### src/rtl/pcore_interface_defs.sv
// pcore_interface_defs: data bus request/response types and arbiter constants
package pcore_interface_defs;
  typedef struct packed {
    logic [31:0] addr;
    logic [31:0] w_data;
    logic [1:0]  st_ops;
    logic        ld_req;
    logic        st_req;
  } type_lsu2dbus_s;
  typedef struct packed {
    logic [31:0] r_data;
    logic        ack;
  } type_dbus2lsu_s;
  typedef enum logic {ARB_IDLE, ARB_BUSY} type_dbus_arb_state_e;
  localparam logic ARB_M0 = 1'b0;
  localparam logic ARB_M1 = 1'b1;
  localparam int DBUS_ARB_TIMEOUT = 255;
  localparam type_dbus2lsu_s DBUS_ERR_RSP = '{r_data: 32'h0, ack: 1'b1};
endpackage

### src/rtl/dbus_arb_rr.sv
// dbus_arb_rr: two-way round-robin picker; on a tie the master not served last wins
module dbus_arb_rr (
  input  logic [1:0] req,
  input  logic       last_served,
  output logic       gnt_id,
  output logic       gnt_valid
);
  assign gnt_id    = &req ? ~last_served : req[1];
  assign gnt_valid = |req;
endmodule

### src/rtl/dbus_arbiter.sv
// dbus_arbiter: round-robin two-master data bus arbiter with ack timeout
module dbus_arbiter
  import pcore_interface_defs::*;
#(
  parameter int TIMEOUT_CYCLES = DBUS_ARB_TIMEOUT,
  parameter int CNT_W          = 8
) (
  input  logic           clk,
  input  logic           rst_n,
  input  type_lsu2dbus_s m0_lsu2dbus_i,
  input  type_lsu2dbus_s m1_lsu2dbus_i,
  output type_dbus2lsu_s dbus2m0_o,
  output type_dbus2lsu_s dbus2m1_o,
  output type_lsu2dbus_s lsu2dbus_o,
  input  type_dbus2lsu_s dbus2lsu_i,
  output logic           busy_o,
  output logic           owner_o,
  output logic           bus_err_o,
  output logic [31:0]    err_addr_o
);
  type_dbus_arb_state_e state;
  logic                 owner, last_served, gnt_id, gnt_valid;
  logic                 busy, owner_req, tc, timeout;
  logic [1:0]           req;
  logic [CNT_W-1:0]     cnt;
  type_lsu2dbus_s       owner_sel;
  type_dbus2lsu_s       owner_rsp;

  assign req       = {m1_lsu2dbus_i.ld_req | m1_lsu2dbus_i.st_req,
                      m0_lsu2dbus_i.ld_req | m0_lsu2dbus_i.st_req};
  assign busy      = state == ARB_BUSY;
  assign owner_req = req[owner];
  assign owner_sel = owner == ARB_M1 ? m1_lsu2dbus_i : m0_lsu2dbus_i;
  assign tc        = cnt == CNT_W'(TIMEOUT_CYCLES - 1);
  // a real ack at terminal count beats the synthesized error
  assign timeout   = busy & owner_req & ~dbus2lsu_i.ack & tc;
  assign owner_rsp = !busy ? '0 : timeout ? DBUS_ERR_RSP : dbus2lsu_i;

  assign lsu2dbus_o = busy & owner_req ? owner_sel : '0;
  assign dbus2m0_o  = owner == ARB_M0 ? owner_rsp : '0;
  assign dbus2m1_o  = owner == ARB_M1 ? owner_rsp : '0;
  assign busy_o     = busy;
  assign owner_o    = owner;
  assign bus_err_o  = timeout;

  dbus_arb_rr u_rr (
    .req         (req),
    .last_served (last_served),
    .gnt_id      (gnt_id),
    .gnt_valid   (gnt_valid)
  );

  always_ff @(posedge clk or negedge rst_n) begin
    if (!rst_n) begin
      state       <= ARB_IDLE;
      owner       <= ARB_M0;
      last_served <= ARB_M1;
      cnt         <= '0;
      err_addr_o  <= '0;
    end else if (!busy) begin
      cnt <= '0;
      if (gnt_valid) begin
        owner <= gnt_id;
        state <= ARB_BUSY;
      end
    end else if (dbus2lsu_i.ack || !owner_req || tc) begin
      state       <= ARB_IDLE;
      last_served <= owner;
      cnt         <= '0;
      if (timeout) err_addr_o <= owner_sel.addr;
    end else begin
      cnt <= cnt + 1'b1;
    end
  end
endmodule
### config.mk
export PLATFORM = sky130hd
export DESIGN_NAME = dbus_arbiter
export DESIGN_NICKNAME = d
export VERILOG_FILES = /design/src/rtl/pcore_interface_defs.sv /design/src/rtl/dbus_arb_rr.sv /design/src/rtl/dbus_arbiter.sv
export SDC_FILE = /design/constraint.sdc
export NUM_CORES = 1
export LEC_CHECK = 0
export CORE_AREA = 2 2 132 134
export CTS_BUF_LIST = sky130_fd_sc_hd__clkbuf_8
export CTS_CLUSTER_DIAMETER = 100
export DETAILED_ROUTE_END_ITERATION = 10
export DIE_AREA = 0 0 134 136
export PLACE_DENSITY = 0.62
export SLEW_MARGIN = 15
export SYNTH_ARGS = -nofsm -noshare
export SYNTH_HDL_FRONTEND = slang
export SYNTH_SLANG_ARGS = --single-unit
### constraint.sdc
create_clock -name clk -period 1.9 [get_ports clk]
set_input_delay 0.38 -clock clk [delete_from_list [all_inputs] [get_ports clk]]
set_output_delay 0.38 -clock clk [all_outputs]
set_load 0.01 [all_outputs]
==> qor.txt <==
row count - 48
status - finished, violations left
Largest delay share family, worst path - buffers and inverters
register clock-pin slew on the reported worst setup and hold paths - 100 ps
root buffer cell - clkbuf_8
CTS tree - yes
Final Cycle Share - 1.34
largest net degree at the start of global routing - 51
CP Cell Sequence - ha_4 -> and3_4 -> and2_4 -> a311oi_4 -> buf_6 -> buf_6 -> buf_12 -> buf_6 -> and2_4 -> buf_6
critical path's largest stage delay - 420 ps
initial detailed-routing violation count - 86
Slew Viols, Final - 0
via count - 4590
setup TNS - -60280 ps
vias in the first global route - 4441
final std cells w/o fill - 1066
Tightest Pin Transition - 486 ps
syn nets - 564
worst hold slack - 13.1 ps
Final WS setup - -645 ps
FF+latch count, synth - 43
share of layout cells above drive strength 1 - 0.488
commonest non-fill, non-tap cell in the layout - clkdlybuf4s50_1
post-layout min period - 2550 ps
final wirelength - 19.0 mm
met2 Usage GRT - 0.317
H-tree levels - 2
register area share after synthesis - 0.322
GRT overflow - 0
crit path launch - cnt[1]
Synth cell types - 36
routed len/inst - 17.8 um
GR Util met1 - 0.175
clock sink total - 43
GPL Wtd Cong - 0.835
clock latency on the worst-skew pair - 310 ps
Required @ worst endpoint - 1520 ps
Die Y - 136 um
Hold Crit Class - in2async
post-synthesis instance area - 3340 um2
Cells after Synth - 391
die footprint - 18200 um2
Area Overhead vs Synth - 176%
crit path kind - reg2out
DRC - 0
Die Wd - 134 um
Slew HR - 0.676
Core Region - 16900 um2
First-pass DRT Iterations - 4
dpl cells - 993
pre-CTS setup slack - -997 ps
Clock Tree Buf Depth - 2
CP startpoint kind - register
Clock Skew - 17.0 ps
Max-Cap Viols - 0
Via density - 4.31
Post-synth EDFFs - 0
Fin. Hold Viols - 0
Mapped Avg Cell Area - 8.55 um2
Worst EP arrival - 2170 ps
Starting Density - 0.198
dpl hpwl - 12.8 mm
NumNets Final - 1012
Max Clock Freq - 393 MHz
GRT met3 Usage - 0.0466
yosys warns - 0
GRT Total Usage - 0.163
CP max stage cell - dfrtp_1
most frequent cells in the layout - clkdlybuf4s50_1, buf_6, mux2i_1, buf_4, and2_4
I/O pin count - 340
Critical Path End Type - output port
CTS buffer count - 5
most crowded layer after global routing - met2
Buf/Inv on CP - 5
ys flop type - dfrtp_1
VDD IR max - 0.688 mV
Final setup viols - 141
crit-path max FO - 7
Lkg Pwr - 4.55 nW
unrepaired setup endpoints after global routing - true
reg2reg start - owner_o
first-pass GRT wire length - 23.4 mm
failing checks - setup timing
Port Buffers - 339
initial antenna violation count - 1
PD cells - 1220 nW/um2
CP most frequent cell - buf_6
Post-DRT Antenna Nets - 0
asr flop ratio synth - 1.00
## layer usage
metal | part of all wire | wire length [um]
met1 | 0.38 | 7190
met2 | 0.54 | 10200
met3 | 0.074 | 1410
met4 | 0.011 | 210
met5 | 0 | 0
## registers in the layout (all words and copies together), names as in the netlist
name and flops:
cnt 8, busy_o 1, last_served 1, owner_o 1
err_addr_o 32
## final timing paths
kind	to	slack, ps	cells past startpoint
max in group asynchronous	last_served	1290	2
worst min-delay path	err_addr_o[15]	10	1
worst max-delay path	dbus2m0_o[8]	-650	10
worst max register to register	cnt[5]	-20	5
worst min register to register	err_addr_o[5]	520	2
min in group clk	err_addr_o[5]	520	2
## power breakdown
group	internal (W)	switching (W)
logic	0.00562	0.00396
clock network	0.000271	0.000354
registers	0.000974	0.0000551
total	0.00686	0.00437
## metrics by stage
step                      power [W]  area, um2  utilization
after global routing         0.0118       9220        0.546
after global placement      0.00701       7580        0.449
after CTS                   0.00822       8020        0.475
final                        0.0112       9220        0.546
after floorplan             0.00385       3490            -
after detailed placement    0.00708       7580        0.449
## Yosys cell counts (all sizes together) (2+ instances only)
library cell	instances	area [um2]
nor3	3	15.0
clkbuf	12	48.8
a21oi	4	23.8
mux2i	100	1000
and2	65	409
xnor2	2	17.5
nand2	5	18.8
nor2	81	304
buf	15	76.3
nand3	4	20.0
inv	36	135
xor2	2	17.5
dfrtp	42	1050
nor2b	2	12.5
ha	2	25.0
## kinds of logic (layout without fill, tap and decap cells)
kind of cell | after synthesis | after routing | share of synthesized area
XOR/XNOR | 4 | 4 | 0.0105
flip-flops | 43 | 43 | 0.322
other | 0 | 1 | 0
multiplexers | 100 | 100 | 0.299
AO/OA/AOI/OAI | 15 | 15 | 0.0367
buffers and inverters | 63 | 512 | 0.0778
AND/OR/NAND/NOR | 164 | 164 | 0.246
adder cells (fa/ha/maj) | 2 | 2 | 0.00748
## timing repair
action | in CTS | in global routing
pin swaps | 3 | 40
buffers inserted | 8 | 40
resized for setup | 382 | 405
gates cloned | 3 | 16
hold endpoints to repair | 0 | 0
hold buffers | 0 | 0
endpoints found under the setup margin | 143 | 148
## area by class of cell
type	count	area (um2)
sequential	43	1080
timing repair buffer	468	4920
multi-input combinational	285	2710
antenna	1	2.50
inverter	36	135
fill	1459	7660
tap	225	282
clock buffer	5	68.8
clock inverter	3	26.3
## worst reg2reg max path: stages, from the launching register on
cell and delay [ps]:
dfrtp_4 520, buf_8 160, a211o_4 450, buf_12 200, or3_4 420, nor2_1 120
(Power assumes the default switching activity.)
==> edit 1: new RTL, config.mk and constraints unchanged <==
The parameter `CNT_W` goes from 8 to 12.
--- a/src/rtl/dbus_arbiter.sv
+++ b/src/rtl/dbus_arbiter.sv
@@ -4,5 +4,5 @@
 #(
   parameter int TIMEOUT_CYCLES = DBUS_ARB_TIMEOUT,
-  parameter int CNT_W          = 8
+  parameter int CNT_W          = 12
 ) (
   input  logic           clk,
Formal check against the unedited RTL: same outputs for any inputs over 4 cycles, from zero or initial values and one cycle with rst_n low; that may be too few to reach the edited logic, so the function may still have changed.
==> edit 1 against the unedited design <==
The flow still finishes with violations (negative setup slack); critical endpoint is now dbus2m0_o[31]; hold slack better by 0.026 ns; utilization down 0.23 points; clock power up 7.4%; setup slack worse by 0.038 ns; largest power group unchanged; combinational power down 6.4%; count of clock-buffer cells in the layout up 2; critical path type unchanged; area after synthesis up 6.6%; routed wire length down 0.64%; sequential cell count up 4; power down 4.5%; final area down 0.42%.
==> edit 1: results (changes against the unedited design) <==
metric	value	unit	change
status	finished with violations		unchanged
violations	negative setup slack		unchanged
wirelength	18850	um	was 18970 um
drt_iter0_drc	111		was 86
seq_area_frac_synth	33.04	%	was 32.22%
gp_congestion	0.9731		was 0.8350
ir_worst_vdd	0.6985	mV	was 0.6877 mV
reg2reg_depth	9		was 5
cp_slowest_cell	dfrtp_4		was dfrtp_1
clk_path_buf_depth	2		unchanged
power_leakage	0.004623	uW	was 0.004546 uW
synthTopCellsByCount	mux2i_1 (100), nor2_1 (87), and2_1 (64)		was mux2i_1 (100), nor2_1 (81), and2_1 (64)
synth_fp_nets	580		was 564
reg_top3	err_addr_o x32, cnt x12		was err_addr_o x32, cnt x8
setup_viol_count_final	133		was 141
fin_skew	0.005876	ns	was 0.01702 ns
max_slew.worst_pin.slew	0.5197	ns	was 0.4863 ns
worstPathArrival	2.20	ns	was 2.17 ns
grt_usage	18.82	%	was 16.34%
timing.final.ws_setup	-0.6832	ns	was -0.6454 ns
drive_gt1_share	45.43	%	was 48.81%
grtUsageMet1	21.52	%	was 17.47%
whs	0.03917	ns	was 0.01312 ns
grt_pass1_vias	4663		was 4441
reg2reg_to	err_addr_o[28]		was cnt[5]
reg2reg_from	cnt[9]		was owner_o
diodes	0		was 1
vias	4642		was 4590
use_met3	3.244	%	was 4.661%
synthTopCellsByArea	dfrtp_1 (32%), mux2i_1 (28%), and2_1 (11%), nor2_1 (9.2%), inv_1 (3.8%)		was dfrtp_1 (31%), mux2i_1 (30%), and2_1 (12%), nor2_1 (9.1%), inv_1 (4.0%)
==> edit 1: cell types whose count changed after synthesis, moves of 3 or more <==
cell	unedited run	this run
buf_6	0	3
dfrtp_1	42	46
clkbuf_1	9	5
xor2_1	2	6
nor2_1	81	87
clkbuf_2	3	6
buf_2	13	7
nand2b_1	0	3
==> edit 1: power by group through the flow <==
| stage | clock network, uW | registers, uW | logic [uW] |
|---|---|---|---|
| 6_report | 671 | 1090 | 8970 |
| 5_1_grt | 754 | 1100 | 9440 |
| 3_3_place_gp | 0 | 1110 | 6110 |
| 3_5_place_dp | 0 | 1110 | 6160 |
| 2_1_floorplan | 0 | 1120 | 2710 |
| 4_1_cts | 690 | 1090 | 7630 |
==> edit 1: routing by layer <==
layer / vias to the layer above / part of all wire, %
li1: 2230 / -
met1: 2217 / 37
met2: 166 / 55
met3: 29 / 4.9
met4: 0 / 2.6
met5: - / 0
==> edit 1: how the worst max path moves through the flow <==
stage / endpoint / slack (ns) / from / cells past startpoint
after global placement: lsu2dbus_o[17] / -0.92 / m1_lsu2dbus_i[0] / 6
after detailed placement: lsu2dbus_o[17] / -0.92 / m1_lsu2dbus_i[0] / 6
final: dbus2m0_o[31] / -0.68 / owner_o / 9
after floorplan: lsu2dbus_o[47] / -0.02 / owner_o / 6
after global routing: dbus2m0_o[31] / -0.79 / owner_o / 9
after CTS: lsu2dbus_o[66] / -0.81 / owner_o / 5
==> edit 1: kinds of logic (layout without fill, tap and decap cells) <==
kind of cell / after synthesis / after routing / synth area share, %
compound gates: 8 / 8 / 1.580
xor+xnor: 10 / 10 / 2.458
fa+ha+maj: 2 / 2 / 0.7021
buf+inv: 62 / 520 / 7.935
flops: 47 / 47 / 33.04
mux: 101 / 101 / 28.41
simple gates: 177 / 177 / 25.88
==> edit 1: area by class of cell <==
class | instances | area [um^2]
sequential | 47 | 1182
timing repair buffer | 476 | 4731
clock buffer | 7 | 96.34
multi-input combinational | 298 | 2751
clock inverter | 1 | 3.754
fill | 1496 | 7695
inverter | 36 | 135.1
tap | 225 | 281.5
==> edit 1: what timing repair did <==
| item | 4_1_cts | 5_1_grt |
|---|---|---|
| endpoints found under the hold margin | 0 | 0 |
| hold buffers | 0 | 0 |
| cloned | 10 | 2 |
| resized for setup | 508 | 273 |
| endpoints found under the setup margin | 151 | 137 |
| pin swaps | 34 | 49 |
| buffers inserted | 36 | 25 |
==> edit 1: metrics by stage <==
stage / setup TNS [ns] / setup WS, ns / cell area, um^2 / cells
final: -70.92 / -0.6832 / 9181 / 1090
after global routing: -80.88 / -0.7920 / 9181 / 1090
after CTS: -81.47 / -0.8129 / 8508 / 1073
after detailed placement: -117.45 / -0.9190 / 7856 / 1023
after global placement: -116.20 / -0.9216 / 7856 / 1023
after floorplan: -1.136 / -0.01679 / 3659 / 407
==> edit 2: new RTL, same settings <==
Without the edit above. Make the reset (`rst_n`) synchronous in one clocked block.
--- a/src/rtl/dbus_arbiter.sv
+++ b/src/rtl/dbus_arbiter.sv
@@ -51,5 +51,5 @@
   );
 
-  always_ff @(posedge clk or negedge rst_n) begin
+  always_ff @(posedge clk) begin
     if (!rst_n) begin
       state       <= ARB_IDLE;
Formal check against the unedited RTL: differs if rst_n is asserted again (counterexample within 4 cycles, from zero or initial values and one cycle with rst_n low); with rst_n held inactive, the same outputs for 4 cycles.
==> edit 2 against the unedited design <==
The run still ends with negative setup slack left; final area down 0.34%; hold slack better by 0.50 ns; highest routed layer unchanged; via count up 1.5%; routed wire length up 4.2%; setup slack better by 0.23 ns; fmax up 10%; largest cell class unchanged; utilization down 0.19 points; register-to-register slack worse by 0.12 ns; area after synthesis down 7.3%; sequential cell count unchanged; first-iteration DRC count up 48%.
Power is not compared: it rests on default switching activity, and its combinational part moved more than twofold at a synthesized area within 25%.
==> edit 2: results (changes against the unedited design) <==
metric	value	unit	change
hpwl	12390	um	was 12790 um
violations	negative setup slack		unchanged
fin_skew	0.007760	ns	was 0.01702 ns
clock_latency	0.30	ns	
syn_avg_cell_area	7.751	um^2	was 8.550 um^2
diodes	0		was 1
status	finished with violations		unchanged
internal-power	2633	uW	
drt_iter0_drc	127		was 86
sequentialPower	915	uW	
p_comb_share	61.8	%	
worstPathArrival	1.93	ns	was 2.17 ns
clk_path_buf_depth	2		unchanged
synthArstFlopShare	0	%	was 100.0%
nets	1022		was 1012
seq_area_frac_synth	27.76	%	was 32.22%
worstHoldPathType	flip-flop to flip-flop		was input port to async pin
post-cts-setup-buffers	22		was 8
met3RoutedLength	1223	um	was 1413 um
fillers	1490		was 1459
tns	-34.93	ns	was -60.28 ns
routed.top_layer	met4		unchanged
first_pass_iters	4		unchanged
place_area	7223	um^2	was 7577 um^2
grt_max_degree	36		was 51
worstPathMaxFanout	8		was 7
synthTopCellsByCount	nor2_1 (81), mux2i_1 (68), and2_1 (64)		was mux2i_1 (100), nor2_1 (81), and2_1 (64)
reg_top3	err_addr_o x32, cnt x8		unchanged
met2WireLength	10780	um	was 10160 um
setup_viol_count_final	142		was 141
preCtsSetupSlack	-1.013	ns	was -0.9971 ns
cts-root-buf	clkbuf_8		unchanged
grt_pass1_wl	25520	um	was 23400 um
gp_congestion	0.7264		was 0.8350
wl_met1	7556	um	was 7192 um
vias	4659		was 4590
drive_gt1_share	52.12	%	was 48.81%
antenna_found_initial	0		was 1
wirelength	19780	um	was 18970 um
cp_slowest_cell	dfxtp_2		was dfrtp_1
max_slew.worst_pin.slew	0.4277	ns	was 0.4863 ns
grt_pass1_vias	4467		was 4441
yosys_warnings	0		unchanged
ir_worst_vdd	0.2353	mV	
portBuffers	339		unchanged
ys_types	29		was 36
h-tree-depth	2		unchanged
synthTopCellsByArea	dfxtp_1 (28%), mux2i_1 (22%), and2_1 (13%), nor2_1 (9.8%), a211oi_1 (7.7%)		was dfrtp_1 (31%), mux2i_1 (30%), and2_1 (12%), nor2_1 (9.1%), inv_1 (4.0%)
critPathMaxStageDelay	0.35	ns	was 0.42 ns
clk_transition_reported_paths	0.09	ns	
cts_buffers	5		unchanged
grt_usage	17.95	%	was 16.34%
power_leakage	0.003680	uW	
powerComb	2470	uW	
timing.final.ws_setup	-0.4115	ns	was -0.6454 ns
cts-resized-gates	593		was 382
synth_fp_nets	573		was 564
fin_cells	1075		was 1066
path_delay_family	buffers and inverters		unchanged
==> edit 2: cell types whose count changed in the layout (fill, tap and decap cells not counted), sizes merged, moves of 2 or more <==
| cell | change |
|---|---|
| or4 | +2 |
| nor2b | -2 |
| a21oi | +33 |
| a211oi | +33 |
| mux2i | -32 |
| dfrtp | -42 |
| dfxtp | +43 |
| buf | +17 |
| dlymetal6s2s | -4 |
| inv | -31 |
| clkbuf | +5 |
| clkdlybuf4s15 | -11 |
==> edit 2: path summary, 6_finish.rpt <==
kind / endpoint / slack, ns / startpoint / cells after the start
hold / removal: last_served / 0.52 / last_served / 2
setup reg to reg: cnt[0] / -0.14 / owner_o / 6
setup / recovery: dbus2m0_o[29] / -0.41 / cnt[0] / 10
hold reg to reg: last_served / 0.52 / last_served / 2
==> edit 2: logic make-up (layout without fill, tap and decap cells) <==
kind of cell             after synthesis  after routing  share of synthesized area, %
multiplexers                          68             68                         21.95
XOR/XNOR                               6              6                         1.695
buffers and inverters                 41            490                         5.852
AO/OA/AOI/OAI                         78             78                         16.18
flip-flops                            43             43                         27.76
AND/OR/NAND/NOR                      162            163                         25.75
adder cells (fa/ha/maj)                2              2                        0.8070
==> edit 2: worst min-delay path, stage by stage (launching register included) <==
cell	delay [ns]
dfxtp_1	0.36
a21oi_1	0.07
nand3_1	0.06
==> edit 2: layout make-up <==
class	count	area, um^2	share of cell area, %
clock buffers	5	68.82	0.7489
well taps	225	281.5	3.064
clock inverters	3	15.01	0.1634
flip-flops and latches	43	870.8	9.477
inverters	6	25.02	0.2723
repair buffers	476	4974	54.13
multi-input cells	317	2954	32.15
==> edit 2: layer usage <==
layer  up-vias  track usage (%)
li1       2286                -
met1      2187            21.75
met2       170            32.11
met3        16            4.325
met4         0            4.019
met5         -                0
